$ cat src/rtl/cla_pkg.sv
// Shared helpers for the pipelined carry-lookahead adder: parameter legality,
// block count and the single-step lookahead carry operator.
package cla_pkg;

  // Smallest and largest lookahead block the datapath is built for.
  localparam int CLA_MIN_BLOCK = 2;
  localparam int CLA_MAX_BLOCK = 8;

  // True when the (width, block) pair can be built: block is 2, 4 or 8 and
  // the width is a whole number of blocks.
  function automatic bit cla_legal(int width, int block);
    bit block_ok;
    block_ok = (block == 2) || (block == 4) || (block == 8);
    return block_ok && (width >= block) && ((width % block) == 0);
  endfunction

  // Number of lookahead blocks in a word.
  function automatic int cla_nblk(int width, int block);
    return width / block;
  endfunction

  // Carry out of a group given its generate, propagate and carry in.
  function automatic logic cla_carry(logic g, logic p, logic cin);
    return g | (p & cin);
  endfunction

endpackage

$ cat src/rtl/cla_block.sv
// One lookahead block: group generate/propagate plus both speculative sums and
// the carry into the block's top bit for carry-in 0 and carry-in 1.
module cla_block
  import cla_pkg::*;
#(
  parameter int BLOCK = 4
) (
  input  logic [BLOCK-1:0] a,
  input  logic [BLOCK-1:0] b,
  output logic             g,
  output logic             p,
  output logic [BLOCK-1:0] sum0,
  output logic [BLOCK-1:0] sum1,
  output logic             ctop0,
  output logic             ctop1
);

  logic [BLOCK-1:0] bit_g;
  logic [BLOCK-1:0] bit_p;

  assign bit_g = a & b;
  assign bit_p = a ^ b;

  // Run both speculative carry chains through the block in parallel.
  always_comb begin
    logic c0;
    logic c1;
    sum0  = '0;
    sum1  = '0;
    ctop0 = 1'b0;
    ctop1 = 1'b0;
    g     = 1'b0;
    p     = &bit_p;
    c0    = 1'b0;
    c1    = 1'b1;
    for (int i = 0; i < BLOCK; i++) begin
      if (i == BLOCK - 1) begin
        ctop0 = c0;
        ctop1 = c1;
      end
      sum0[i] = bit_p[i] ^ c0;
      sum1[i] = bit_p[i] ^ c1;
      c0 = cla_carry(bit_g[i], bit_p[i], c0);
      c1 = cla_carry(bit_g[i], bit_p[i], c1);
    end
    g = c0;
  end

endmodule

$ cat src/rtl/cla_pipe_adder.sv
// Two-stage pipelined carry-lookahead adder/subtractor with valid/ready flow
// control. Stage 1 builds per-block speculative sums, stage 2 resolves the
// block carries and selects the final sum, carry-out and signed overflow.
module cla_pipe_adder
  import cla_pkg::*;
#(
  parameter int WIDTH = 32,
  parameter int BLOCK = 4
) (
  input  logic             clk,
  input  logic             rst_n,
  input  logic             in_valid,
  output logic             in_ready,
  input  logic [WIDTH-1:0] a,
  input  logic [WIDTH-1:0] b,
  input  logic             ci,
  input  logic             sub,
  output logic             out_valid,
  input  logic             out_ready,
  output logic [WIDTH-1:0] s,
  output logic             co,
  output logic             ovf
);

  localparam int NB = cla_nblk(WIDTH, BLOCK);

  if (!cla_legal(WIDTH, BLOCK)) begin : g_illegal
    $fatal(1, "cla_pipe_adder: WIDTH must be a multiple of BLOCK, BLOCK must be 2, 4 or 8");
  end

  // Flow-control enables: a stage moves when it is empty or its consumer moves.
  logic s1_en;
  logic s2_en;
  logic s1_valid;
  logic s2_valid;

  assign s2_en     = ~s2_valid | out_ready;
  assign s1_en     = ~s1_valid | s2_en;
  assign in_ready  = s1_en;
  assign out_valid = s2_valid;

  // Subtraction is a + ~b + 1, so the operand is inverted and carry-in forced.
  logic [WIDTH-1:0] b_eff;
  logic             cin_eff;

  assign b_eff   = b ^ {WIDTH{sub}};
  assign cin_eff = sub | ci;

  logic [NB-1:0]    blk_g;
  logic [NB-1:0]    blk_p;
  logic [WIDTH-1:0] blk_sum0;
  logic [WIDTH-1:0] blk_sum1;
  logic             top_ctop0;
  logic             top_ctop1;

  // Only the most significant block's top-bit carries feed the overflow flag.
  for (genvar k = 0; k < NB; k++) begin : g_blk
    if (k == NB - 1) begin : g_msb
      cla_block #(.BLOCK(BLOCK)) u_block (
        .a     (a[k*BLOCK +: BLOCK]),
        .b     (b_eff[k*BLOCK +: BLOCK]),
        .g     (blk_g[k]),
        .p     (blk_p[k]),
        .sum0  (blk_sum0[k*BLOCK +: BLOCK]),
        .sum1  (blk_sum1[k*BLOCK +: BLOCK]),
        .ctop0 (top_ctop0),
        .ctop1 (top_ctop1)
      );
    end else begin : g_low
      logic ctop0_unused;
      logic ctop1_unused;
      cla_block #(.BLOCK(BLOCK)) u_block (
        .a     (a[k*BLOCK +: BLOCK]),
        .b     (b_eff[k*BLOCK +: BLOCK]),
        .g     (blk_g[k]),
        .p     (blk_p[k]),
        .sum0  (blk_sum0[k*BLOCK +: BLOCK]),
        .sum1  (blk_sum1[k*BLOCK +: BLOCK]),
        .ctop0 (ctop0_unused),
        .ctop1 (ctop1_unused)
      );
    end
  end

  logic [NB-1:0]    s1_g;
  logic [NB-1:0]    s1_p;
  logic [WIDTH-1:0] s1_sum0;
  logic [WIDTH-1:0] s1_sum1;
  logic             s1_ctop0;
  logic             s1_ctop1;
  logic             s1_cin;

  // Stage 1 register: capture block terms whenever the stage is allowed to move.
  always_ff @(posedge clk or negedge rst_n) begin
    if (!rst_n) begin
      s1_valid <= 1'b0;
      s1_g     <= '0;
      s1_p     <= '0;
      s1_sum0  <= '0;
      s1_sum1  <= '0;
      s1_ctop0 <= 1'b0;
      s1_ctop1 <= 1'b0;
      s1_cin   <= 1'b0;
    end else if (s1_en) begin
      s1_valid <= in_valid;
      s1_g     <= blk_g;
      s1_p     <= blk_p;
      s1_sum0  <= blk_sum0;
      s1_sum1  <= blk_sum1;
      s1_ctop0 <= top_ctop0;
      s1_ctop1 <= top_ctop1;
      s1_cin   <= cin_eff;
    end
  end

  logic [NB:0]      blk_c;
  logic [WIDTH-1:0] s_next;
  logic             ovf_next;

  // Stage 2 logic: chain block carries and pick each block's speculative sum.
  always_comb begin
    blk_c    = '0;
    s_next   = '0;
    ovf_next = 1'b0;
    blk_c[0] = s1_cin;
    for (int k = 0; k < NB; k++) begin
      blk_c[k+1] = cla_carry(s1_g[k], s1_p[k], blk_c[k]);
      s_next[k*BLOCK +: BLOCK] = blk_c[k] ? s1_sum1[k*BLOCK +: BLOCK]
                                          : s1_sum0[k*BLOCK +: BLOCK];
    end
    ovf_next = (blk_c[NB-1] ? s1_ctop1 : s1_ctop0) ^ blk_c[NB];
  end

  // Stage 2 register: results hold while downstream stalls.
  always_ff @(posedge clk or negedge rst_n) begin
    if (!rst_n) begin
      s2_valid <= 1'b0;
      s        <= '0;
      co       <= 1'b0;
      ovf      <= 1'b0;
    end else if (s2_en) begin
      s2_valid <= s1_valid;
      s        <= s_next;
      co       <= blk_c[NB];
      ovf      <= ovf_next;
    end
  end

endmodule

$ cat config.mk
export PLATFORM = sky130hd
export DESIGN_NAME = cla_pipe_adder
export DESIGN_NICKNAME = d
export VERILOG_FILES = /design/src/rtl/cla_pkg.sv /design/src/rtl/cla_block.sv /design/src/rtl/cla_pipe_adder.sv
export SDC_FILE = /design/constraint.sdc
export NUM_CORES = 1
export LEC_CHECK = 0
export BUFFER_PORTS_ARGS = -buffer_cell sky130_fd_sc_hd__buf_2
export CAP_MARGIN = 20
export CORE_MARGIN = 3
export CORE_UTILIZATION = 52
export CTS_CLUSTER_DIAMETER = 80
export CTS_CLUSTER_SIZE = 20
export DETAILED_ROUTE_END_ITERATION = 10
export PLACE_DENSITY = 0.86
export SYNTH_ARGS = -nofsm -noshare
export SYNTH_HDL_FRONTEND = slang
export SYNTH_SLANG_ARGS = --single-unit
$ cat constraint.sdc
create_clock -name clk -period 1.7 [get_ports clk]
set_input_delay 0.17 -clock clk [delete_from_list [all_inputs] [get_ports clk]]
set_output_delay 0.17 -clock clk [all_outputs]
set_load 0.02 [all_outputs]
Word-level counts from Yosys, hierarchy flattened --
Cells that the tools add are included. Widths: inputs -> output; s select.
Word-level totals: register bits 119, latch bits 0, bits in writable memories 0, memory bits (read-only) 0, bits of input ports 70, memories kept 0
Operators by class: add/subtract/negate cells 0, $mul 0, div/mod/pow operators 0, order comparisons 0, eq/ne operators 0, shift operators 0, muxes and demuxes 9, bitwise logic cells 183, reductions and logical operators 8
Operators by type and width (number):
- $or 1x1->1 | 59
- $xor 1x1->1 | 49
- $and 1x1->1 | 48
- $and 4x4->4 | 8
- $mux 4 | 8
- $reduce_and 4->1 | 8
- $xor 32x32->32 | 1
- $xor 4x4->4 | 8
- $not 1->1 | 10
- $mux 1 | 1

Longest topological paths before layout --
Gate-level depths: netlist of run 1.
depth after elaboration 17, depth in mapped cells 11

By module --
From an unflattened synthesis of run 1, not the netlist that was laid out.
Unflattened totals: cell total of the unflattened synthesis 594, area total of the unflattened synthesis 7033.0 µm²
Modules (own cells, without submodules):
- cla_pipe_adder | times used 1, cells an instance 402, area an instance 5231.3 µm², seq. area each 2977.9 µm²
- cla_block | times used 8, cells an instance 24, area an instance 225.2 µm², seq. area each 0.0 µm²

Worst setup path before layout of run 1 --
OpenSTA, ideal clock, no wires.
kind input to register, start point in sub, end point reg s1_sum0[31], setup time 0.077 ns, arrival time 2.382 ns, data required time 1.623 ns, setup slack -0.759 ns, stages on the path 9, buffers on the path 2, cell sequence clkbuf_1 buf_2 xor2_1 ha_1 fa_1 fa_1 inv_1 fa_1 a21oi_1
Between the ends: longest elaborated chain between the ends 7, elaborated cells between the ends (all ways) 8
RTL lines:
- from (decl) | RTL line cla_pipe_adder.sv:17 | input logic sub,
- $xor 32x32->32 (*) | RTL line cla_pipe_adder.sv:46 | assign b_eff = b ^ {WIDTH{sub}};
- $xor 4x4->4 / $and 4x4->4 (equally long branches) | RTL line cla_block.sv:22, cla_block.sv:21
- $and 1x1->1 | RTL line cla_pkg.sv:24 | return g | (p & cin);
- $or 1x1->1 | RTL line cla_pkg.sv:24
- $and 1x1->1 | RTL line cla_pkg.sv:24
- $or 1x1->1 (*) | RTL line cla_pkg.sv:24
- named net g_blk[7].g_msb.u_block.ctop0 | RTL line cla_block.sv:14 | output logic ctop0,
- $xor 1x1->1 (*) | RTL line cla_block.sv:41 | sum0[i] = bit_p[i] ^ c0;
- to (signal assigned) | RTL line cla_pipe_adder.sv:108 | s1_sum0 <= blk_sum0;
- to (decl) | RTL line cla_pipe_adder.sv:87 | logic [WIDTH-1:0] s1_sum0;
The timed path passes the listed nets; every way through them passes the cells marked *. A chain may end at the register's enable or synchronous reset.

Worst setup path after layout of run 1 --
Same ends and word-level chain as after synthesis.

==> results of run 1 <==
==> cells in the mapped netlist, types with 9 or more instances <==
| cell type | count |
|---|---|
| nand2_1 | 138 |
| dfrtp_1 | 119 |
| inv_1 | 65 |
| nor2_1 | 50 |
| a21oi_1 | 48 |
| fa_1 | 40 |
| ha_1 | 40 |
| xor2_1 | 40 |
| mux2i_1 | 29 |
| o21ai_0 | 26 |
| clkbuf_1 | 16 |
| buf_2 | 14 |
| nand4_1 | 9 |
| o21ai_1 | 9 |
==> how the worst min path moves through the flow <==
| stage | cells after the start | to | slack, ns | start |
|---|---|---|---|---|
| detailed placement | 1 | s[30]$_DFFE_PN0P_ | 0.07 | rst_n |
| finish | 3 | s1_cin$_DFFE_PN0P_ | 0.03 | ci |
| floorplan | 0 | co$_DFFE_PN0P_ | -0.13 | rst_n |
| CTS | 3 | s1_cin$_DFFE_PN0P_ | 0.02 | ci |
| global placement | 1 | s[30]$_DFFE_PN0P_ | 0.08 | rst_n |
| global route | 3 | s1_cin$_DFFE_PN0P_ | 0.04 | ci |
==> report_power, final <==
group          internal (mW)  switching (mW)  total (mW)
sequential              3.54           0.430        3.97
combinational           1.29            1.71        3.00
clock                   2.37            1.28        3.66
==> critical path, stage by stage <==
cell	delay [ns]
buf_8	0.10
buf_12	0.14
xor2_2	0.15
ha_2	0.19
fa_2	0.37
fa_2	0.36
inv_2	0.07
fa_1	0.40
a21oi_1	0.13
==> state kept, by name (all words and copies together), names as in the netlist <==
name,cells
s1_valid,1
out_valid,1
s1_p,8
s,32
co,1
s1_cin,1
s1_ctop0,1
s1_ctop1,1
s1_sum0,32
ovf,1
s1_sum1,32
s1_g,8
==> stage by stage <==
stage	setup WS [ns]	TNS, ns	util [%]	hold slack, ns	area (sq um)
after detailed placement	-0.5822	-16.79	62.85	0.07330	7996
after floorplan	-0.4650	-10.77	-	-0.1256	6958
after global routing	-0.1122	-0.8683	70.01	0.04296	8907
final	-0.04911	-0.1886	70.01	0.02996	8907
after global placement	-0.4879	-14.43	62.85	0.07712	7996
after CTS	-0.07909	-0.2402	68.53	0.01843	8718
==> cell type report <==
type / count / area share, %
Sequential cell: 119 / 33.45
Inverter: 67 / 2.964
Multi-Input combinational cell: 468 / 41.93
Timing Repair Buffer: 164 / 12.42
Clock inverter: 12 / 1.700
Tap cell: 172 / 2.416
Clock buffer: 20 / 5.127
==> kinds of logic after synthesis <==
kind of cell	synth area share, %
simple gates	13.05
flops	43.73
compound gates	8.637
buf+inv	5.770
fa+ha+maj	19.11
xor+xnor	5.274
mux	4.429
==> routing by layer <==
| layer | wire length (microns) | track usage (%) | part of all wire (%) |
|---|---|---|---|
| met1 | 6180 | 27.75 | 40 |
| met2 | 8328 | 38.81 | 53 |
| met4 | 392 | 9.348 | 2.5 |
| met5 | 0 | 0 | 0 |
| met3 | 733 | 4.069 | 4.7 |
==> what timing repair did <==
action | in CTS | in global routing
hold buffers | 2 | 0
pin swaps | 15 | 21
endpoints found under the setup margin | 22 | 37
hold endpoints to repair | 99 | 0
gates resized for setup | 22 | 39
buffers inserted | 2 | 5
==> results.yml, run 1 <==
detailed_routing:
  wl_per_cell_microns: 15.30
  drt_iter0_markers: 234
  antenna_left: 0
  via_count: 5184
  wl_microns: 15630
  drc: 0
  drtPass1Iterations: 5
  detail_route.vias_per_cell: 5.072
clocking:
  clock-sinks: 119
  cts_inserted_buffers: 17
  cts_root_buf: "clkbuf_16"
  clk_pin_slew_ns: 0.05
  htree_num_levels: 4
  insertion_delay_ns: 0.42
  cts_tree: "built"
  clk_path_buf_depth: 2
yosys:
  synth_edf_count: 0
  seq_area_frac_synth_pct: 43.73
  syn_nets: 836
  synthArstFlopShare_pct: 100.0
  yosysUniqueCellTypes: 39
  synth_seq_cells: 119
  synthCells: 686
  avgSynthCellArea_sq_um: 9.926
  syn_area_sq_um: 6809
  synth.area.top_cells: "dfrtp_1 (44%), fa_1 (12%), nand2_1 (7.6%), ha_1 (7.4%), xor2_1 (5.1%)"
  ys.flop_type: "dfrtp_1"
  yosysWarningCount: 0
  yosysTopAreaCell: "dfrtp_1"
  synth_top_cell_area_share_pct: 43.73
placement:
  dp.cells: 981
  dpl.hpwl_microns: 10820
  gp_congestion: 0.7861
  portBuffers: 105
floorplanning:
  core-area_sq_um: 12720
  die_y_microns: 120.4
  die_area_sq_um: 14500
  rows: 41
  die_x_microns: 120.4
  initial_core_util_pct: 53.52
  io_pins: 106
timing:
  grt_setup_unrepaired: "yes"
  maxSlewHeadroom_pct: 65.89
  worst_slew_pin_slew_ns: 0.5117
  skew_ns: 0.008166
  min_period_over_period_pct: 102.9
  layout_setup_ws_ns: -0.04911
  setup_viol: 6
  hold_viol_final: 0
  report.final.slew_viol_count: 0
  max_freq_mhz: 571.7
  period_minus_slack_ns: 1.749
critical_path:
  rr_endpoint: "s[17]$_DFFE_PN0P_"
  path_max_fanout: 8
  required_ns: 2.04
  cp_data_arrival_time_ns: 2.09
  rr_startpoint: "s1_cin$_DFFE_PN0P_"
  crit_type: "input port to flip-flop"
  end_kind: "flip-flop"
  startpoint: "sub"
  reg2regPathDepth: 6
  cp-start-kind: "input port"
  reg2reg_slack_ns: 0
  crit_end: "s1_sum0[31]$_DFFE_PN0P_"
grt:
  grt_max_degree: 55
  grt_pass1_wl_microns: 25450
  grt_pass1_vias: 5407
  gr-total-overflow: 0
  gr-usage-all-layers_pct: 22.42
  antenna_found_initial: 0
finish:
  nets: 987
  layout_commonest_cell: "nand2_1"
  regArea_sq_um: 2979
  nFillCells: 963
  fin_cells: 1022
  areaGrowthSynthToFinish_pct: 30.82
  drive_above_1_share_pct: 33.06
  antenna_cells: 0
  final_cell_mix: "nand2_1 (135), dfrtp_1 (118), buf_2 (103), inv_1 (50), nor2_1 (50)"
  multi_input_area_sq_um: 3735
outcome:
  status: "finished, violations left"
  failed_checks: "negative setup slack"
pwr:
  p_leak_nw: 4.405
  power_density_nw_per_um2: 1192
  finalPower_mw: 10.62
  ir_worst_vdd_mv: 0.6850
hold_path:
  hp-class: "input port to flip-flop"
flow_run:
  maxCapViolCount: 0
Note: power is estimated with default switching activity, not from simulation.
==> run 2, diff against run 1 <==
--- a/config.mk
+++ b/config.mk
@@ -8,11 +8,12 @@
 export BUFFER_PORTS_ARGS = -buffer_cell sky130_fd_sc_hd__buf_2
 export CAP_MARGIN = 20
 export CORE_MARGIN = 3
-export CORE_UTILIZATION = 52
+export CORE_UTILIZATION = 53
+export CTS_BUF_LIST = sky130_fd_sc_hd__clkbuf_8
 export CTS_CLUSTER_DIAMETER = 80
 export CTS_CLUSTER_SIZE = 20
 export DETAILED_ROUTE_END_ITERATION = 10
-export PLACE_DENSITY = 0.86
+export PLACE_DENSITY = 0.87
 export SYNTH_ARGS = -nofsm -noshare
 export SYNTH_HDL_FRONTEND = slang
 export SYNTH_SLANG_ARGS = --single-unit
==> run 2 against run 1 <==
Wire length shrank 2.3%. Critical path depth stayed put. Worst hold slack improved by 0.11 ns. Clock power shrank 25%. Sequential share of layout area increased by 0.29 points. Maximum frequency is 2.0% lower. Core utilization is 2.0 points higher. Critical path type unchanged. Register-to-register slack barely moved. Clock skew up 0.0054 ns. Setup slack lost 0.036 ns. Sequential power barely moved. First-iteration DRC count rose by 42%. The run still ends with negative setup slack left. Critical endpoint unchanged.
==> results.yml, run 2 (synthesized netlist as in run 1, its figures left out) <==
outcome:
  status: "finished, violations left"
  failed_checks: "negative setup slack"
critical_path:
  crit_type: "input port to flip-flop"
  path_max_fanout: 5
  end_kind: "flip-flop"
  cp-start-kind: "input port"
  critPathTopFamily: "adder cells"
  cp_data_arrival_time_ns: 2.14
  required_ns: 2.06
  worstPathCellList: "buf_8 > buf_12 > xor2_2 > ha_2 > fa_2 > fa_2 > inv_2 > fa_1 > a21oi_2"
  worst_path_most_repeated_cell: "fa_2"
  slowest_stage: "fa_1"
  max_stage_delay_ns: 0.44
  path_buf_inv: 3
timing:
  max_freq_mhz: 560.1
  report.final.slew_viol_count: 0
  min_period_over_period_pct: 105.0
  skew_ns: 0.01352
  setup_viol: 8
  layout_setup_ws_ns: -0.08544
  worst_slew_pin_slew_ns: 0.5340
  grt_setup_unrepaired: "yes"
  hold_viol_final: 0
  period_minus_slack_ns: 1.785
  maxSlewHeadroom_pct: 64.40
grt:
  grt_max_degree: 60
  gr-usage-all-layers_pct: 22.31
  gr-total-overflow: 0
  antenna_found_initial: 0
  grt_pass1_vias: 5459
  grt_pass1_wl_microns: 25360
pwr:
  p_leak_nw: 4.404
  power_density_nw_per_um2: 1104
  ir_worst_vdd_mv: 0.5374
detailed_routing:
  antenna_left: 0
  drtPass1Iterations: 5
  drt_iter0_markers: 333
  wl_microns: 15270
  drc: 0
  wl_per_cell_microns: 14.78
  detail_route.vias_per_cell: 5.024
  via_count: 5190
placement:
  dp.cells: 982
  dpl.hpwl_microns: 10640
  portBuffers: 105
  gp_congestion: 0.8126
  place_ws_ns: -0.5769
finish:
  nets: 1002
  antenna_cells: 0
  final_cell_mix: "nand2_1 (135), dfrtp_1 (118), buf_2 (102), buf_4 (60), nor2_1 (50)"
  layout_commonest_cell: "nand2_1"
  fin_cells: 1033
  areaGrowthSynthToFinish_pct: 29.69
  drive_above_1_share_pct: 34.57
  largestRegisters: "s1_sum0: 32 flops, s1_sum1: 32 flops, s: 32 flops"
floorplanning:
  die_area_sq_um: 14240
  initial_core_util_pct: 55.53
  die_y_microns: 119.3
  die_x_microns: 119.3
  rows: 40
  core-area_sq_um: 12260
  io_pins: 106
clocking:
  insertion_delay_ns: 0.43
  cts_root_buf: "clkbuf_8"
  cts_inserted_buffers: 17
  clock-sinks: 119
  clk_path_buf_depth: 2
  clk_pin_slew_ns: 0.07
  htree_num_levels: 4
  cts_tree: "built"
flow_run:
  maxCapViolCount: 0
hold_path:
  hp-class: "input port to flip-flop"
run 2: worst paths after layout:
path,to,cells after the start,slack (ns),from
hold reg to reg,s1_sum0[1]$_DFFE_PN0P_,2,0.47,s1_sum0[1]$_DFFE_PN0P_
setup reg to reg,s[17]$_DFFE_PN0P_,6,0,s1_p[0]$_DFFE_PN0P_
setup / recovery,s1_sum0[31]$_DFFE_PN0P_,9,-0.09,sub
min in group asynchronous,s1_sum1[6]$_DFFE_PN0P_,2,0.25,rst_n
hold / removal,s1_sum0[7]$_DFFE_PN0P_,4,0.14,a[7]
max in group asynchronous,s1_sum1[25]$_DFFE_PN0P_,3,0.87,rst_n
run 2: cell type report:
| class | count | area, sq um |
|---|---|---|
| clock inverters | 11 | 146.4 |
| inverters | 67 | 264.0 |
| repair inverters | 1 | 8.758 |
| repair buffers | 178 | 1211 |
| fillers | 858 | 3431 |
| flip-flops and latches | 119 | 2979 |
| well taps | 168 | 210.2 |
| clock buffers | 21 | 289.0 |
| multi-input cells | 468 | 3722 |
run 2: where the power goes:
part / leakage (nW) / internal (mW) / total [mW] / switching (mW)
sequential: 1.41 / 3.53 / 3.97 / 0.437
combinational: 2.78 / 1.32 / 3.03 / 1.71
clock: 0.218 / 1.61 / 2.75 / 1.14
run 2: worst min-delay path, stage by stage:
cell,delay [ns]
buf_2,0.11
fa_1,0.17
nand2_1,0.05
nand2_1,0.05
run 2: routing by layer:
layer	vias to the layer above	global-route usage, %	wire length (microns)
met2	136	39.28	8071
met5	-	0	0
met3	23	4.796	669
met4	0	8.304	255
met1	2543	26.91	6274
li1	2488	-	-
run 2: repair_timing:
action / CTS / global route
pin swaps: 23 / 30
endpoints found under the hold margin: 33 / 0
setup buffers: 6 / 12
cloned: 0 / 1
endpoints found under the setup margin: 22 / 35
hold buffers: 3 / 0
resized for setup: 32 / 32
run 2: through the flow:
stage,area [sq um],hold slack (ns),util (%),power (mW),setup TNS (ns)
after global placement,8016,0.1616,65.38,6.670,-14.48
final,8831,0.1394,72.02,9.749,-0.2996
after CTS,8650,0.1053,70.54,9.682,-0.2178
after floorplan,6958,-0.1256,-,5.723,-10.77
after global routing,8831,0.1297,72.02,10.36,-0.8713
after detailed placement,8016,0.1600,65.38,6.840,-16.72
